===== config.mk =====
export PLATFORM = sky130hd
export DESIGN_NAME = demux_1x4_stream_flat
export DESIGN_NICKNAME = d
export VERILOG_FILES = /design/src/rtl/demux_pkg.sv /design/src/rtl/demux_1x4_stream_if.sv /design/src/rtl/demux_fifo2.sv /design/src/rtl/demux_1x4_stream.sv /design/src/flat_wrapper.sv
export SDC_FILE = /design/constraint.sdc
export NUM_CORES = 1
export LEC_CHECK = 0
export BUFFER_PORTS_ARGS = -buffer_cell sky130_fd_sc_hd__buf_4
export CAP_MARGIN = 20
export CORE_ASPECT_RATIO = 0.5
export CORE_MARGIN = 3
export CORE_UTILIZATION = 45
export CTS_CLUSTER_DIAMETER = 200
export CTS_CLUSTER_SIZE = 12
export DETAILED_ROUTE_END_ITERATION = 16
export HOLD_SLACK_MARGIN = 0.03
export PLACE_DENSITY = 0.76
export SLEW_MARGIN = 25
export SYNTH_ARGS = -nofsm -noshare
export SYNTH_HDL_FRONTEND = slang
export SYNTH_SLANG_ARGS = --single-unit

===== constraint.sdc =====
create_clock -name clk -period 2.14 [get_ports clk]
set_clock_uncertainty 0.1 [all_clocks]
set_input_delay 0.214 -clock clk [delete_from_list [all_inputs] [get_ports clk]]
set_output_delay 0.214 -clock clk [all_outputs]
set_load 0.005 [all_outputs]

===== src/rtl/demux_pkg.sv =====
// Shared constants and types for the 1-to-4 stream demultiplexer.
// Imported by the interface, the channel FIFO and the top level.
package demux_pkg;

    localparam int SEL_W      = 2;
    localparam int NUM_CH     = 4;
    localparam int FIFO_DEPTH = 2;

    typedef logic [SEL_W-1:0] sel_t;

endpackage


===== src/rtl/demux_1x4_stream_if.sv =====
// Handshake bundle between the shared producer, the demux and its
// four consumers; slave is the demux side, master the environment.
interface demux_1x4_stream_if
    import demux_pkg::*;
#(
    parameter int WIDTH = 32
);

    logic             in_valid;
    logic             in_ready;
    logic [WIDTH-1:0] in_data;
    sel_t             select;
    logic [3:0]       out_valid;
    logic [3:0]       out_ready;
    logic [WIDTH-1:0] out0;
    logic [WIDTH-1:0] out1;
    logic [WIDTH-1:0] out2;
    logic [WIDTH-1:0] out3;

    modport slave (
        input  in_valid, in_data, select, out_ready,
        output in_ready, out_valid, out0, out1, out2, out3
    );

    modport master (
        output in_valid, in_data, select, out_ready,
        input  in_ready, out_valid, out0, out1, out2, out3
    );

endinterface


===== src/rtl/demux_fifo2.sv =====
// Two-entry per-channel FIFO with 1-bit wrapping pointers.
// When empty, dout keeps showing the most recently popped entry.
module demux_fifo2
    import demux_pkg::*;
#(
    parameter int WIDTH = 32
) (
    input  logic             clk,
    input  logic             rst_n,
    input  logic             push,
    input  logic [WIDTH-1:0] din,
    input  logic             pop,
    output logic [WIDTH-1:0] dout,
    output logic             valid,
    output logic             full
);

    logic [WIDTH-1:0] mem [FIFO_DEPTH];
    logic             wr_ptr;
    logic             rd_ptr;
    logic [1:0]       count;
    logic             do_push;
    logic             do_pop;

    assign valid   = (count != 2'd0);
    assign full    = (count == 2'(FIFO_DEPTH));
    assign do_push = push & ~full;
    assign do_pop  = pop & valid;

    // Storage, pointers and occupancy update on accepted push/pop.
    always_ff @(posedge clk or negedge rst_n) begin
        if (!rst_n) begin
            for (int i = 0; i < FIFO_DEPTH; i++) begin
                mem[i] <= '0;
            end
            wr_ptr <= 1'b0;
            rd_ptr <= 1'b0;
            count  <= 2'd0;
        end else begin
            if (do_push) begin
                mem[wr_ptr] <= din;
                wr_ptr      <= ~wr_ptr;
            end
            if (do_pop) begin
                rd_ptr <= ~rd_ptr;
            end
            count <= count + 2'(do_push) - 2'(do_pop);
        end
    end

    // Empty: the slot behind rd_ptr still holds the last popped beat.
    always_comb begin
        dout = valid ? mem[rd_ptr] : mem[~rd_ptr];
    end

endmodule


===== src/rtl/demux_1x4_stream.sv =====
// Registered 1-to-4 stream demux: routes each input beat by select
// into one of four independent two-entry channel FIFOs.
module demux_1x4_stream
    import demux_pkg::*;
#(
    parameter int WIDTH = 32
) (
    input  logic               clk,
    input  logic               rst_n,
    demux_1x4_stream_if.slave  bus
);

    sel_t              sel;
    logic [NUM_CH-1:0] full;
    logic [NUM_CH-1:0] vld;
    logic [NUM_CH-1:0] push;
    logic [NUM_CH-1:0] pop;
    logic              accept;
    logic [WIDTH-1:0]  dout [NUM_CH];

    assign sel          = bus.select;
    assign accept       = bus.in_valid & ~full[sel];
    assign bus.in_ready = ~full[sel];
    assign bus.out_valid = vld;
    assign pop          = vld & bus.out_ready;

    // One-hot push decode from the select tag.
    always_comb begin
        push = '0;
        unique case (sel)
            2'd0:    push[0] = accept;
            2'd1:    push[1] = accept;
            2'd2:    push[2] = accept;
            default: push[3] = accept;
        endcase
    end

    for (genvar g = 0; g < NUM_CH; g++) begin : g_ch
        demux_fifo2 #(
            .WIDTH (WIDTH)
        ) u_fifo (
            .clk   (clk),
            .rst_n (rst_n),
            .push  (push[g]),
            .din   (bus.in_data),
            .pop   (pop[g]),
            .dout  (dout[g]),
            .valid (vld[g]),
            .full  (full[g])
        );
    end

    assign bus.out0 = dout[0];
    assign bus.out1 = dout[1];
    assign bus.out2 = dout[2];
    assign bus.out3 = dout[3];

endmodule


===== src/flat_wrapper.sv =====
// flat-port wrapper written by rule: the top's interface ports become plain ports
module demux_1x4_stream_flat import demux_pkg::*;
#(
    parameter int WIDTH = 32
)
  (clk, rst_n, bus_in_valid, bus_in_data, bus_select, bus_out_ready, bus_in_ready, bus_out_valid, bus_out0, bus_out1, bus_out2, bus_out3);
  demux_1x4_stream_if #(.WIDTH(WIDTH)) bus_i ();
  input  logic clk;
  input  logic rst_n;
  input wire logic [$bits(bus_i.in_valid)-1:0] bus_in_valid;
  input wire logic [$bits(bus_i.in_data)-1:0] bus_in_data;
  input wire logic [$bits(bus_i.select)-1:0] bus_select;
  input wire logic [$bits(bus_i.out_ready)-1:0] bus_out_ready;
  output wire logic [$bits(bus_i.in_ready)-1:0] bus_in_ready;
  output wire logic [$bits(bus_i.out_valid)-1:0] bus_out_valid;
  output wire logic [$bits(bus_i.out0)-1:0] bus_out0;
  output wire logic [$bits(bus_i.out1)-1:0] bus_out1;
  output wire logic [$bits(bus_i.out2)-1:0] bus_out2;
  output wire logic [$bits(bus_i.out3)-1:0] bus_out3;
  assign bus_i.in_valid = bus_in_valid;
  assign bus_i.in_data = bus_in_data;
  assign bus_i.select = bus_select;
  assign bus_i.out_ready = bus_out_ready;
  assign bus_in_ready = bus_i.in_ready;
  assign bus_out_valid = bus_i.out_valid;
  assign bus_out0 = bus_i.out0;
  assign bus_out1 = bus_i.out1;
  assign bus_out2 = bus_i.out2;
  assign bus_out3 = bus_i.out3;
  demux_1x4_stream #(.WIDTH(WIDTH)) u_core (.clk(clk), .rst_n(rst_n), .bus(bus_i));
endmodule

[Word level (Yosys, flattened, before mapping)]
Cells that the tools add are included.
Word-level totals
  register bits after elaboration: 272
  input bits: 41
  output and inout bits: 133
  logic and storage cells: 142
Operators by class
  add/sub/neg operators: 8
  order comparisons: 17
  equality and inequality tests: 6
  multiplexer cells: 46
  bitwise operators: 35
  reduce and logical (&&, ||, !) cells: 10
Operators with widths (number)
  32-bit 2-to-1 mux: 32
  64-bit bitwise mux: 4
  32-bit demux with 1-bit select: 4
  2-bit >= comparator, second input constant: 12
  1-bit inverter with 2-bit output: 12
  1-bit inverter: 13
  2-bit == test, second input constant: 5
  1-bit AND: 9
  2-bit by 1-bit adder with 2-bit output: 4
  2-bit by 1-bit < comparator with 1-bit output, second input constant: 4
  2-bit nonzero test: 4
  2-bit by 1-bit subtractor with 2-bit output: 4
  1-bit 2-to-1 mux: 5
  4-bit AND: 1
  1-bit logical AND: 4
  2-bit by 3-bit < comparator with 1-bit output, second input constant: 1
  3-bit OR reduction: 1
  1-bit binary-select mux with 2-bit select: 1
  2-bit by 1-bit == test with 1-bit output, second input constant: 1
  2-bit logical NOT: 1

[Depth between registers and ports, before layout]
  word-level depth: 9
  gate-level depth with buffers: 8
  gate-level depth less buffers: 7

[Modules after synthesis]
A second synthesis with hierarchy kept.
Unflattened totals
  cells, all modules: 767
  area total of the unflattened synthesis: 13151.4 um^2
Modules (own cells, without submodules)
  demux_fifo2: instances 4, cells an instance 189, area each 3265.6 um^2, seq. area each 1701.6 um^2
  demux_1x4_stream: instances 1, cells an instance 11, area each 88.8 um^2, seq. area each 0.0 um^2

[Worst setup path after synthesis]
Ideal clock, no wire load.
  kind: flip-flop to output port
  from: register u_core.g_ch[1].u_fifo.count[1]
  to: output port bus_out1[10]
  data arrival time: 1.586 ns
  data required time: 1.826 ns
  setup slack: 0.240 ns
  cell stages (with the launch flop): 5
  path buffers: 1
  cell sequence: dfrtp_1 -> or2_2 -> xor2_1 -> buf_2 -> mux2_2
Between the ends
  cells in the longest elaborated chain, start to end: 2
RTL lines
  start: declaration: line demux_fifo2.sv:21  | logic [1:0] count;
  start signal: assignment: line demux_fifo2.sv:47  | count <= count + 2'(do_push) - 2'(do_pop);
  2-bit nonzero test: line demux_fifo2.sv:25  | assign valid = (count != 2'd0);
  via u_core.g_ch[1].u_fifo.valid: line demux_fifo2.sv:14  | output logic valid,
  32-bit 2-to-1 mux: line demux_fifo2.sv:53  | dout = valid ? mem[rd_ptr] : mem[~rd_ptr];
  end: declaration: line flat_wrapper.sv:17  | output wire logic [$bits(bus_i.out1)-1:0] bus_out1;
The timed path passes the listed nets, and every way through them passes these cells.

[Final worst setup path]
  from: register u_core.g_ch[1].u_fifo.count[0]
  to: output port bus_out1[31]
Between the ends
  cells in the longest elaborated chain, start to end: 2
RTL lines (line)
  2-bit nonzero test: demux_fifo2.sv:25
  32-bit 2-to-1 mux: demux_fifo2.sv:53
No other way between the ends.

==> impl_metrics.toml <==
[yosys]
synth-warning-count = 0
area_leader_netlist = "sky130_fd_sc_hd__dfrtp_1"
synth.mux.area_fraction_pct = 37.03
area_share_of_xor_xnor_cells_in_the_synthesized_design_pct = 1.455
complex_gate_fraction_of_the_synthesized_area_pct = 0
async_set_or_reset_flop_fraction_in_the_synthesized_netlist_pct = 100.0
netlist-cell-type-count = 29
post_synthesis_cell_area_um2 = 12040
avg_cell_area_syn_um2 = 15.78
ys_seq_area_share_pct = 56.52
post-synth-top-count-cell = "sky130_fd_sc_hd__mux2_2"
synth_adder_area_share_pct = 0.8312
synth_enable_flop_cells = 0
synth_cells = 763
synthFlopType = "sky130_fd_sc_hd__dfrtp_1"
synth.area.top_cells = "sky130_fd_sc_hd__dfrtp_1, sky130_fd_sc_hd__mux2_2, sky130_fd_sc_hd__mux2_4"
yosys_register_bits = 272
post-synth-top-area-fraction_pct = 56.52
combinational_family_with_the_most_area_after_synthesis = "multiplexers"
synth.net_count = 812
synth-simple-area-share_pct = 1.777
post_synth_most_frequent_cells = "sky130_fd_sc_hd__mux2_2, sky130_fd_sc_hd__dfrtp_1, sky130_fd_sc_hd__buf_2"

[routing]
via_count = 7341
wl_per_cell_um = 23.66
wl_um = 32320
final_antenna_net_count = 0
drt-pass1-iter-count = 4
drc = 0
number_of_drc_violations_after_detailed_routing_iteration_0 = 314
route.detailed.vias_per_inst = 5.374

[status]
status = "finished with violations"
violations = "negative setup slack"

[clock_network]
worst_skew_pair.late_latency_ns = 0.53
cts_sinks = 272
clk_pin_slew_worst_paths_ns = 0.06
clock-root-buffer = "sky130_fd_sc_hd__clkbuf_16"
cts_tree = "built"
ctsHtreeMaxLevel = 1
cts-buffers-inserted = 26
longest_clk_path_bufs = 3

[layout]
area_growth_pct = 38.42
diodes = 0
final_cells = 1366
fin_nets = 1071
layout.core_utilization_pct = 64.73
post_route_cells_drive_above_1_share_pct = 64.97

[setup_path]
crit_type = "register to primary output"
worst_setup_path_endpoint = "bus_out1[31]"
timing.critical_path.to_type = "primary output"
timing.critical_path.fanout_max = 5
worstSetupStartpointType = "register"
cp_data_arrival_time_ns = 2.15
timing.rr.start = "u_core.g_ch[1].u_fifo.count[1]"
timing.critical_path.from = "u_core.g_ch[1].u_fifo.count[0]"
worst_ep_required_time_ns = 1.83
reg2reg_to = "u_core.g_ch[1].u_fifo.count[1]"
r2r.worst_path.cells = 8
r2r_setup_slack_ns = 0.05

[global_routing]
grt_usage_pct = 22.06
grt_pass1_vias = 8267
gr-usage-met2_pct = 38.46
met1_usage_pct = 29.16
global_route_wire_length_before_repair_um = 48780
grtUsageMet3_pct = 3.529
antenna_violations_before_repair = 0
globalRouteOverflowTotal = 0
top_usage_layer = "met2"
maximum_number_of_pins_on_one_net_before_global_route_repair = 73

[floorplanning]
num_io_pins = 174
dieHeight_um = 121.7
coreArea_um2 = 25750
die-area_um2 = 28880
placement_rows = 41
die_w_um = 237.4
initial_core_util_pct = 46.76

[sta]
layout_setup_ws_ns = -0.3285
finalHoldViolCount = 0
final_max_slew_viols = 0
setup_viol = 128
unrepaired_setup_endpoints_after_global_routing = "true"
max_clock_freq_ghz = 0.4051
min_period_over_period_pct = 115.4
max-slew-margin-rel_pct = 68.07
layout_min_cycle_time_ns = 2.469
fin_hold_ws_ns = 0.08479
worstMarginPinSlew_ns = 0.4790

[place]
dpl.hpwl_um = 18930
globalplace.congestion = 0.7518
placement.setup.worst_slack_ns = 0.1050
place.detailed.instances = 1263
io_buffers = 173

[worst_hold_path]
hold_class = "input pin to async pin"

[power]
post-layout-total-power_mw = 33.79
power_leakage_nw = 7.814
power.density_nw_per_um2 = 2027
max-vdd-ir-drop_v = 0.0009114

[flow_run]
maxCapViolCount = 0
## cell families after synthesis
group / after synthesis
and+or+nand+nor: 30
DFF: 272
buffers and inverters: 48
xor gates and xnor gates: 20
muxes: 385
adders and majority gates: 8
## critical path, stage by stage, from the launching register on
cell	delay (ns)
sky130_fd_sc_hd__dfrtp_1	0.38
sky130_fd_sc_hd__or2_4	0.28
sky130_fd_sc_hd__xor2_4	0.17
sky130_fd_sc_hd__buf_8	0.17
sky130_fd_sc_hd__clkbuf_16	0.17
sky130_fd_sc_hd__mux2_4	0.32
sky130_fd_sc_hd__buf_6	0.12
## placed cells by master, fill, tap and decap left out
cell type                       instances
sky130_fd_sc_hd__mux4_2                 1
sky130_fd_sc_hd__and4_2                 1
sky130_fd_sc_hd__nor2_1                 1
sky130_fd_sc_hd__or3_4                  1
sky130_fd_sc_hd__nand4b_1               2
sky130_fd_sc_hd__buf_6                138
sky130_fd_sc_hd__or2_4                  4
sky130_fd_sc_hd__xnor2_2                1
sky130_fd_sc_hd__nor2b_1                2
sky130_fd_sc_hd__mux2_2               220
sky130_fd_sc_hd__or4_4                  1
sky130_fd_sc_hd__nor4b_4                2
sky130_fd_sc_hd__mux2_1                 6
sky130_fd_sc_hd__clkbuf_16             32
sky130_fd_sc_hd__xnor2_1               11
sky130_fd_sc_hd__buf_4                 66
sky130_fd_sc_hd__bufinv_16              1
sky130_fd_sc_hd__inv_1                  4
sky130_fd_sc_hd__nand2b_4               4
sky130_fd_sc_hd__xor2_4                 4
sky130_fd_sc_hd__nand3_1                2
sky130_fd_sc_hd__dfrtp_1              272
sky130_fd_sc_hd__nand2_2                1
sky130_fd_sc_hd__ha_1                   7
sky130_fd_sc_hd__mux2_4               158
sky130_fd_sc_hd__nand4_1                2
sky130_fd_sc_hd__buf_12                17
sky130_fd_sc_hd__nand2_1                1
sky130_fd_sc_hd__dlygate4sd3_1         40
sky130_fd_sc_hd__buf_16                 6
sky130_fd_sc_hd__nor3_4                 1
sky130_fd_sc_hd__buf_8                  3
sky130_fd_sc_hd__ha_2                   1
sky130_fd_sc_hd__nor2b_2                1
sky130_fd_sc_hd__xor2_1                 4
sky130_fd_sc_hd__and2_1                 4
## worst min-delay path by stage
stage                from                             end  slack (ns)  cells past startpoint
floorplan           rst_n  u_core.g_ch[0].u_fifo.count[0]       -0.18                      0
global placement    rst_n   u_core.g_ch[0].u_fifo.mem[47]        0.07                      1
detailed placement  rst_n   u_core.g_ch[0].u_fifo.mem[47]        0.07                      1
CTS                 rst_n   u_core.g_ch[0].u_fifo.mem[47]         0.1                      2
global route        rst_n   u_core.g_ch[0].u_fifo.mem[47]        0.11                      2
finish              rst_n   u_core.g_ch[0].u_fifo.mem[47]        0.08                      2
## where the power goes
part	leakage [nW]	internal (mW)	switching, mW
clock	0.347	2.33	1.84
sequential	3.28	7.73	1.48
combinational	4.19	13.2	7.18
## sequential cells by signal (all words and copies together) (netlist names)
signal                     cells
u_core.g_ch.u_fifo.mem       256
u_core.g_ch.u_fifo.count       8
u_core.g_ch.u_fifo.rd_ptr      4
u_core.g_ch.u_fifo.wr_ptr      4
## per-layer routing
layer | routed length, µm | part of all wire (%) | up-vias
met2 | 16300 | 50 | 164
met3 | 1764 | 5.5 | 51
met5 | 0 | 0 | -
li1 | - | - | 3224
met1 | 13420 | 42 | 3902
met4 | 844 | 2.6 | 0
## repair_timing
action                                  CTS  global route
endpoints found under the setup margin  128           130
resized for setup                       244            55
cloned                                    8             5
pin swaps                                 0             3
setup buffers                            18             7
hold buffers                             40             0
endpoints found under the hold margin   536             0
## through the flow
step / setup TNS (ns) / area (µm²)
2_1_floorplan: 0 / 12040
3_3_place_gp: 0 / 13980
3_5_place_dp: 0 / 13980
4_1_cts: -36.70 / 16320
5_1_grt: -45.67 / 16670
6_report: -37.12 / 16670
## layout make-up
cell class                      count  area, µm²
Clock buffer                       27      675.6
Clock inverter                      1      30.03
Fill cell                        1794       9082
Inverter                            4      15.01
Multi-Input combinational cell    443       5587
Sequential cell                   272       6807
Tap cell                          344      430.4
Timing Repair Buffer              275       3126
Note: power is estimated with default switching activity, not from simulation.
